<file path="src/rtl/fir_tap_sequencer.sv">
// Sequential FIR feeder: converts ADC samples, steps taps through an external multiplier.
// Optional macro FIR_SAT_EN clamps the output instead of wrapping it.
module fir_tap_sequencer #(
    parameter int D_W    = 16,
    parameter int ADC_W  = 12,
    parameter int N_TAPS = 8,
    parameter int ACC_W  = 20
) (
    input  logic                      sys_clk,
    input  logic                      sys_rst_n,
    input  logic                      adc_valid,
    input  logic [ADC_W-1:0]          adc_data,
    output logic                      adc_ready,
    input  logic                      coef_we,
    input  logic [$clog2(N_TAPS)-1:0] coef_addr,
    input  logic [D_W-1:0]            coef_data,
    output logic                      dsp_CE,
    output logic [D_W-1:0]            dsp_A,
    output logic [D_W-1:0]            dsp_B,
    input  logic [D_W-1:0]            dsp_prod,
    output logic [D_W-1:0]            fir_out,
    output logic                      fir_valid,
    output logic                      overrun
);

    localparam int AW = $clog2(N_TAPS);
    localparam int SH = D_W - 1 - ADC_W;
    localparam logic [AW-1:0] LAST = AW'(N_TAPS - 1);

    typedef enum logic [1:0] {
        IDLE = 2'd0,
        RUN  = 2'd1,
        DONE = 2'd2
    } state_t;

    state_t             state;
    logic [AW-1:0]      idx;
    logic [ACC_W-1:0]   acc;
    logic [ACC_W-1:0]   acc_next;
    logic [D_W-1:0]     result;
    logic [D_W-1:0]     dline [N_TAPS];
    logic [D_W-1:0]     coef  [N_TAPS];
    logic [ADC_W-1:0]   centered;
    logic [D_W-1:0]     sample;

    // Flipping the MSB of offset-binary gives two's complement directly.
    assign centered = {~adc_data[ADC_W-1], adc_data[ADC_W-2:0]};
    assign sample   = {{(D_W-ADC_W){centered[ADC_W-1]}}, centered} << SH;

    assign acc_next = acc + {{(ACC_W-D_W){dsp_prod[D_W-1]}}, dsp_prod};

`ifdef FIR_SAT_EN
    logic [ACC_W-D_W:0] hi;
    assign hi = acc_next[ACC_W-1:D_W-1];

    always_comb begin
        result = acc_next[D_W-1:0];
        if (!((&hi) || !(|hi))) begin
            result = acc_next[ACC_W-1] ? {1'b1, {(D_W-1){1'b0}}}
                                       : {1'b0, {(D_W-1){1'b1}}};
        end
    end
`else
    assign result = acc_next[D_W-1:0];
`endif

    assign adc_ready = (state == IDLE);
    assign dsp_CE    = (state == RUN);
    assign dsp_A     = (state == RUN) ? coef[idx]  : '0;
    assign dsp_B     = (state == RUN) ? dline[idx] : '0;

    always_ff @(posedge sys_clk or negedge sys_rst_n) begin
        if (!sys_rst_n) begin
            state     <= IDLE;
            idx       <= '0;
            acc       <= '0;
            fir_out   <= '0;
            fir_valid <= 1'b0;
            overrun   <= 1'b0;
            for (int k = 0; k < N_TAPS; k++) begin
                dline[k] <= '0;
                coef[k]  <= '0;
            end
        end else begin
            fir_valid <= 1'b0;
            if (coef_we) begin
                coef[coef_addr] <= coef_data;
            end
            if (adc_valid && state != IDLE) begin
                overrun <= 1'b1;
            end
            unique case (state)
                IDLE: begin
                    if (adc_valid) begin
                        dline[0] <= sample;
                        for (int k = 1; k < N_TAPS; k++) begin
                            dline[k] <= dline[k-1];
                        end
                        acc   <= '0;
                        idx   <= '0;
                        state <= RUN;
                    end
                end
                RUN: begin
                    acc <= acc_next;
                    idx <= idx + 1'b1;
                    // Result is registered on the last tap so it appears in DONE.
                    if (idx == LAST) begin
                        fir_out   <= result;
                        fir_valid <= 1'b1;
                        state     <= DONE;
                    end
                end
                DONE: begin
                    state <= IDLE;
                end
                default: begin
                    state <= IDLE;
                end
            endcase
        end
    end

endmodule
</file>
<file path="config.mk">
export PLATFORM = sky130hd
export DESIGN_NAME = fir_tap_sequencer
export DESIGN_NICKNAME = d
export VERILOG_FILES = /design/src/rtl/fir_tap_sequencer.sv
export SDC_FILE = /design/constraint.sdc
export NUM_CORES = 1
export LEC_CHECK = 0
export CELL_PAD_IN_SITES_DETAIL_PLACEMENT = 1
export CELL_PAD_IN_SITES_GLOBAL_PLACEMENT = 1
export CORE_ASPECT_RATIO = 0.7
export CORE_MARGIN = 5
export CORE_UTILIZATION = 45
export CTS_BUF_LIST = sky130_fd_sc_hd__clkbuf_4
export DETAILED_ROUTE_END_ITERATION = 6
export PLACE_DENSITY = 0.81
export SYNTH_ARGS = -nofsm -noshare
export SYNTH_HDL_FRONTEND = slang
export SYNTH_SLANG_ARGS = --single-unit
</file>
<file path="constraint.sdc">
create_clock -name sys_clk -period 6 [get_ports sys_clk]
set_input_delay 0.9 -clock sys_clk [delete_from_list [all_inputs] [get_ports sys_clk]]
set_output_delay 0.9 -clock sys_clk [all_outputs]
set_load 0.005 [all_outputs]
</file>
* Yosys cells after proc, flatten, opt, wreduce, memory -nomap -nowiden
Cells that the tools add are included.
Storage, ports and cells: bits in registers 267, bits in latches 0, RAM bits 0, ROM bits 0, bits of input ports 51, memories kept 0
Operators by class: $add $sub $neg 2, $mul 0, div/mod/pow operators 0, magnitude comparators 3, equality and inequality tests 4, shift-type cells 0, mux-type cells 20, bitwise operators 3, reduce and logical (&&, ||, !) cells 9
Operators with widths (number):
- bitwise mux 128 bit | 1
- two-way mux 16 bit | 7
- binary-select mux 16 bit (select 3 bit) | 2
- demux 16 bit (select 3 bit) | 1
- case mux 20 bit (2 select lines) | 1
- adder 20 bit | 1
- two-way mux 20 bit | 1
- greater-or-equal comparator 4 bit, second input constant | 2
- NOT 3 -> 4 bit | 2
- AND reduction 2 bit | 4
- case mux 3 bit (2 select lines) | 1
- < comparator 4 x 1 -> 1 bit, second input constant | 1
- two-way mux 2 bit | 2
- case mux 2 bit (2 select lines) | 1
- nonzero test 2 bit | 2
- adder 3 x 1 -> 3 bit, second input constant | 1
- equality test 3 bit, second input constant | 1
- two-way mux 3 bit | 1
- equality test 2 x 1 -> 1 bit, second input constant | 1
- logical AND 1 bit | 2
- zero test 2 bit | 1
- two-way mux 1 bit | 2
- != test 2 x 1 -> 1 bit, second input constant | 1
- != test 2 bit, second input constant | 1
- NOT 1 bit | 1

* Longest topological paths before layout
word-level depth 6, gate-level depth with buffers 8

* Least setup slack after synthesis
Ideal clock, no wire load.
path kind input to register, start point input dsp_prod[0], end point register fir_out[12], arrival 2.606 ns, slack 3.258 ns, stages on the path 8, buffers on the path 0, path through ha_1 fa_1 a21oi_1 o211ai_1 a2111oi_0 nor3_1 xnor2_1 o21ai_0
On the way: longest elaborated chain between the ends 1
Ends and longest elaborated chain:
- start: declaration | RTL line 20 | input logic [D_W-1:0] dsp_prod,
- adder 20 bit | RTL line 50 | assign acc_next = acc + {{(ACC_W-D_W){dsp_prod[D_W-1]}}, dsp_prod};
- end signal: assignment | RTL line 109 | fir_out <= result;
- end: declaration | RTL line 21 | output logic [D_W-1:0] fir_out,
No other way between the ends. A chain may end at the register's enable or synchronous reset.

* Final worst setup path
start point register idx[0], end point output dsp_B[14]
On the way: longest elaborated chain between the ends 5
Ends and longest elaborated chain:
- start: declaration | RTL line 37 | logic [AW-1:0] idx;
- start signal: assignment | RTL line 106 | idx <= idx + 1'b1;
- NOT 3 -> 4 bit (not written as such) | RTL line 70 | assign dsp_B = (state == RUN) ? dline[idx] : '0;
- binary-select mux 16 bit (select 3 bit) | RTL line 70
- two-way mux 16 bit (not written as such) (2 in a row) | RTL line 70
- two-way mux 16 bit | RTL line 70
- end: declaration | RTL line 19 | output logic [D_W-1:0] dsp_B,
No other way between the ends. The select of a mux whose other input is x is not followed.

==> flow_summary_export.csv <==
group,metric,value,unit
clock_network,clkSinkCount,263,
floorplanning,start_util,45.8,%
sta,finalCritPeriodShare,72.5,%
logic_synthesis,syn_area_per_cell,11.7,um2
logic_synthesis,syn_inst,1050,
place,hpwl,18.7,mm
hold_path,hold_path.class,"in -> async",
worst_setup_path,worstSetupPathType,"reg -> out",
worst_setup_path,reg2reg_from,"state[0]",
worst_setup_path,critPathCaptureType,"output port",
clock_network,cts-resized-gates,0,
grt,grt_antenna_before_repair,1,
routing,drt_iter0_markers,438,
sta,setup_tns,0,ns
floorplanning,dieArea,0.0309,mm2
sta,layout_min_cycle_time,4.35,ns
sta,slew_headroom,22.1,%
place,dp_slack,2.26,ns
grt,grtUsageTotal,20.1,%
logic_synthesis,ys_seq_area_share,53.4,%
final_layout,area_growth,17.9,%
grt,grt_pass1_vias,9470,
sta,whs,0.220,ns
floorplanning,fp.coreArea,0.0269,mm2
power_and_ir_drop,p_leak,6.67,nW
final_layout,fin_area,0.0145,mm2
place,detailed_place.area,0.0136,mm2
grt,grt_max_degree,107,
logic_synthesis,synthDistinctLibCells,50,
routing,drc_errors,0,
logic_synthesis,ys_warn_count,0,
logic_synthesis,synth_common_cells,"nand2_1, dfrtp_1, mux2_2, mux4_2, clkbuf_1",
logic_synthesis,ys_top_cells_by_area,"dfrtp_1, mux2_2, mux4_2",
grt,grt_pass1_wl,50.6,mm
logic_synthesis,synth_most_common_cell,"nand2_1",
final_layout,final_cell_count_no_fill,1577,
clock_network,cts.reportedPaths.clkPinSlew,0.07,ns
worst_setup_path,required,5.10,ns
routing,num_vias,8461,
place,post-place-cells,1458,
flow_run,cap_violations,0,
logic_synthesis,ys_ff_latch,263,
clock_network,cts.hold.buffers_added,0,
logic_synthesis,ys.flop_type,"dfrtp_1",
worst_setup_path,cp.arrival,3.45,ns
final_layout,fin_util,54.1,%
sta,hold_viol_final,0,
worst_setup_path,crit_path_max_fanout,42,
clock_network,cts.htree.levels,3,
floorplanning,num_rows,50,
clock_network,cts_setup_buffers,0,
grt,overflow,0,
logic_synthesis,synthesis.area,0.0123,mm2
final_layout,n_fill_cell,2851,
sta,rsz0062_at_grt,"no",
floorplanning,io_pins,103,
clock_network,tritoncts,"yes",
routing,totalWireLength,30.2,mm
final_layout,drive_gt1_share,26.2,%
worst_setup_path,rrSetupSlack,2.96,ns
logic_synthesis,synth_top_cell_by_area,"dfrtp_1",
clock_network,clockBufferDepth,3,
power_and_ir_drop,p_per_area,509,mW/mm2
routing,wl_per_cell,19.2,um
logic_synthesis,synth_edf_count,0,
sta,skew,0.0315,ns
sta,setup_ws,1.65,ns
power_and_ir_drop,ir_drop,0.232,mV
sta,worst_pin_slew,1.17,ns
place,gp_congestion,0.788,
routing,drtPass1Iterations,5,
logic_synthesis,synth_top_area_share,53.4,%
sta,fmax,230,MHz
worst_setup_path,worst_setup_path_start_kind,"flip-flop",
sta,setup_viol,0,
routing,via_per_inst,5.37,
clock_network,cts_root_buf,"clkbuf_4",
floorplanning,chipWidth,208,um
place,io_buffers,99,
logic_synthesis,async_reset_ff_share,100,%
floorplanning,fp.dieH,149,um
sta,report.final.slew_viol_count,0,
final_layout,nets,1234,
clock_network,insertion_delay,0.69,ns
worst_setup_path,rr_endpoint,"fir_out[15]",
run_status,status,"completed",
clock_network,numCtsBuffers,69,
worst_setup_path,ff2ff_path_depth,6,
power_and_ir_drop,total_power,7.40,mW
routing,ant_nets,0,
-- cells in the final DEF, fill, tap and decap left out, drive strengths merged, types with 4 or more instances in the layout --
cell           instances
nor3                   5
xnor2                  8
clkdlybuf4s50         98
ha                    17
nor2                  34
buf                   11
inv                    8
clkinv                18
dfrtp                263
o21ai                 41
nand3                 17
xor2                   6
a21oi                 14
mux4                  56
mux2i                 28
nand2                320
mux2                 131
clkbuf                93
bufinv                 4
-- flip-flops by register name, indices dropped and copies added (netlist names) --
signal     count
overrun        1
idx            3
coef         128
fir_out       16
acc           16
fir_valid      1
state          2
dline         96
-- cell type report --
| type | instances | area (um2) | area share, % |
|---|---|---|---|
| Inverter | 6 | 22.5 | 0.155 |
| Multi-Input combinational cell | 716 | 5490 | 37.7 |
| Timing Repair Buffer | 109 | 1080 | 7.45 |
| Antenna cell | 1 | 2.50 | 0.0172 |
| Clock inverter | 25 | 205 | 1.41 |
| Sequential cell | 263 | 6590 | 45.3 |
| Clock buffer | 93 | 698 | 4.80 |
| Tap cell | 364 | 455 | 3.13 |
-- routing by layer --
metal  wire [um]  share of wire (%)  global-route usage [%]  vias to the layer above
met1       14000                 46                    27.5                     4361
met2       14300                 47                    32.5                      152
met3        1330                4.4                    4.70                       55
met5           0                  0                       0                        -
li1            -                  -                       -                     3893
met4         535                1.8                    6.07                        0
-- power breakdown --
group	switching (mW)	internal (mW)
combinational	1.29	1.51
sequential	0.565	2.38
clock	0.767	0.893
total	2.62	4.78
-- how the worst max path moves through the flow --
stage | start | endpoint | slack [ns] | depth (start not counted)
2_1_floorplan | dsp_prod[0] | fir_out[12] | 3.26 | 8
3_3_place_gp | idx[0] | dsp_B[14] | 2.29 | 5
3_5_place_dp | idx[0] | dsp_B[14] | 2.26 | 5
4_1_cts | idx[0] | dsp_B[14] | 1.46 | 5
5_1_grt | idx[0] | dsp_B[14] | 1.30 | 5
6_report | idx[0] | dsp_B[14] | 1.65 | 5
-- worst max-delay path, cell delays in order (launching register included) --
cell and delay (ns):
dfrtp_4 1.00, buf_4 0.46, mux4_2 0.55, mux2i_1 0.19
nor2_1 0.08, clkdlybuf4s50_1 0.48
-- cells by family after synthesis --
logic type                 after synthesis  synth area share, %
adders and majority gates               18                 1.89
muxes                                  215                 24.5
AOI/OAI and AO/OA                       75                 3.89
buffers and inverters                   73                 2.50
DFF                                    263                 53.4
and+or+nand+nor                        390                 12.7
other                                    1               0.0304
xor gates and xnor gates                15                 1.18
(Power assumes the default switching activity.)
==> patch, RTL diff (config.mk and constraints unchanged) <==
Build with the macro `FIR_SAT_EN` defined.
--- a/src/rtl/fir_tap_sequencer.sv
+++ b/src/rtl/fir_tap_sequencer.sv
@@ -1,4 +1,6 @@
 // Sequential FIR feeder: converts ADC samples, steps taps through an external multiplier.
 // Optional macro FIR_SAT_EN clamps the output instead of wrapping it.
+`define FIR_SAT_EN
+
 module fir_tap_sequencer #(
     parameter int D_W    = 16,
Function: no difference found for any inputs over 4 cycles, from zero or initial values and one cycle with sys_rst_n low; that may be too few to reach the edited logic, so the function may still have changed.
==> patch against the unedited design <==
Sequential cell count grew 4. Power up 10%. Routed wire length grew 2.8%. Non-clock buffer count up 3. Design area increased by 4.1%. Area after synthesis increased by 4.9%. Worst setup slack got worse by 0.033 ns. Synthesized cell count decreased by 11%. Largest cell class unchanged. Largest power group is now combinational logic.
==> patch: results (changes against the unedited design) <==
- Slew headroom: 24.2% (was 22.1%)
- Seq/Total Area, Yosys: 51.6% (was 53.4%)
- DR pass1 iterations: 4 (was 5)
- Worst Path Max Fanout: 47 (was 42)
- P_seq: 0.00310 W (was 0.00294 W)
- NumNets Final: 1130 (was 1234)
- Vias/cell: 5.71 (was 5.37)
- Leakage power: 6.57 nW (was 6.67 nW)
- Fmax: 0.228 GHz (was 0.230 GHz)
- Worst R2R End: fir_out[13]$_DFFE_PN0P_ (was fir_out[15]$_DFFE_PN0P_)
- HPWL reported at the end of detailed placement: 19600 um (was 18700 um)
- Total Wirelength: 31100 um (was 30200 um)
- Place WS: 1.42 ns (was 2.26 ns)
- Synth Area in XOR/XNOR: 0.812% (was 1.18%)
- Crit path to: dsp_A[14] (was dsp_B[14])
- 1st-iter DRT viols: 551 (was 438)
- Adder-Cell Fraction of Synth Area: 2.19% (was 1.89%)
- Vias in the first global route: 9176 (was 9470)
- Clock Power: 0.00157 W (was 0.00166 W)
- Layout cells sized above 1: 37.9% (was 26.2%)
- Status: completed (unchanged)
- Largest regs: coef: 128 flops, dline: 96 flops, acc: 20 flops (was coef: 128 flops, dline: 96 flops)
- Largest net degree at the start of global routing: 161 (was 107)
- Max IR drop VDD: 228 uV (was 232 uV)
- Post-synthesis mux area share: 31.6% (was 24.5%)
- Inverters: 8 (was 6)
- # fillers: 2803 (was 2851)
- Clock buf/inv share: 5.65% (was 6.21%)
- # clock sinks: 267 (was 263)
- Count of multi-input combinational gates: 599 (was 716)
- Tcrit/Tclk final: 73.1% (was 72.5%)
- Signal buffers: 112 (was 109)
- Final non-clock buffer share: 7.31% (was 7.45%)
- WL met3: 1520 um (was 1330 um)
- Crit path DAT: 3.48 ns (was 3.45 ns)
- Met3 Usage GRT: 4.59% (was 4.70%)
-- patch: cell types whose count changed in the layout (fill, tap and decap cells not counted), moves of 4 or more --
| cell | change |
|---|---|
| a31oi_1 | +18 |
| o21ai_0 | -8 |
| dfrtp_1 | +4 |
| a21o_1 | +6 |
| mux2_2 | +93 |
| clkbuf_4 | +5 |
| and3_1 | +6 |
| a211o_1 | +16 |
| nand2_1 | -298 |
| ha_1 | +4 |
| nand3_1 | +13 |
| nor3_1 | +17 |
-- patch: critical path, cell delays in order (launching register included) --
cell	delay, ns
dfrtp_4	1.05
buf_4	0.42
mux4_2	0.57
mux2i_1	0.21
nor2_1	0.06
clkdlybuf4s50_1	0.47
-- patch: per-stage QoR --
stage,util (%),hold slack (ns),instance area (um2)
3_5_place_dp,50.9,0.460,14300
2_1_floorplan,-,0.459,12900
4_1_cts,53.9,0.210,15100
5_1_grt,53.9,0.229,15100
6_report,53.9,0.219,15100
3_3_place_gp,50.9,0.455,14300
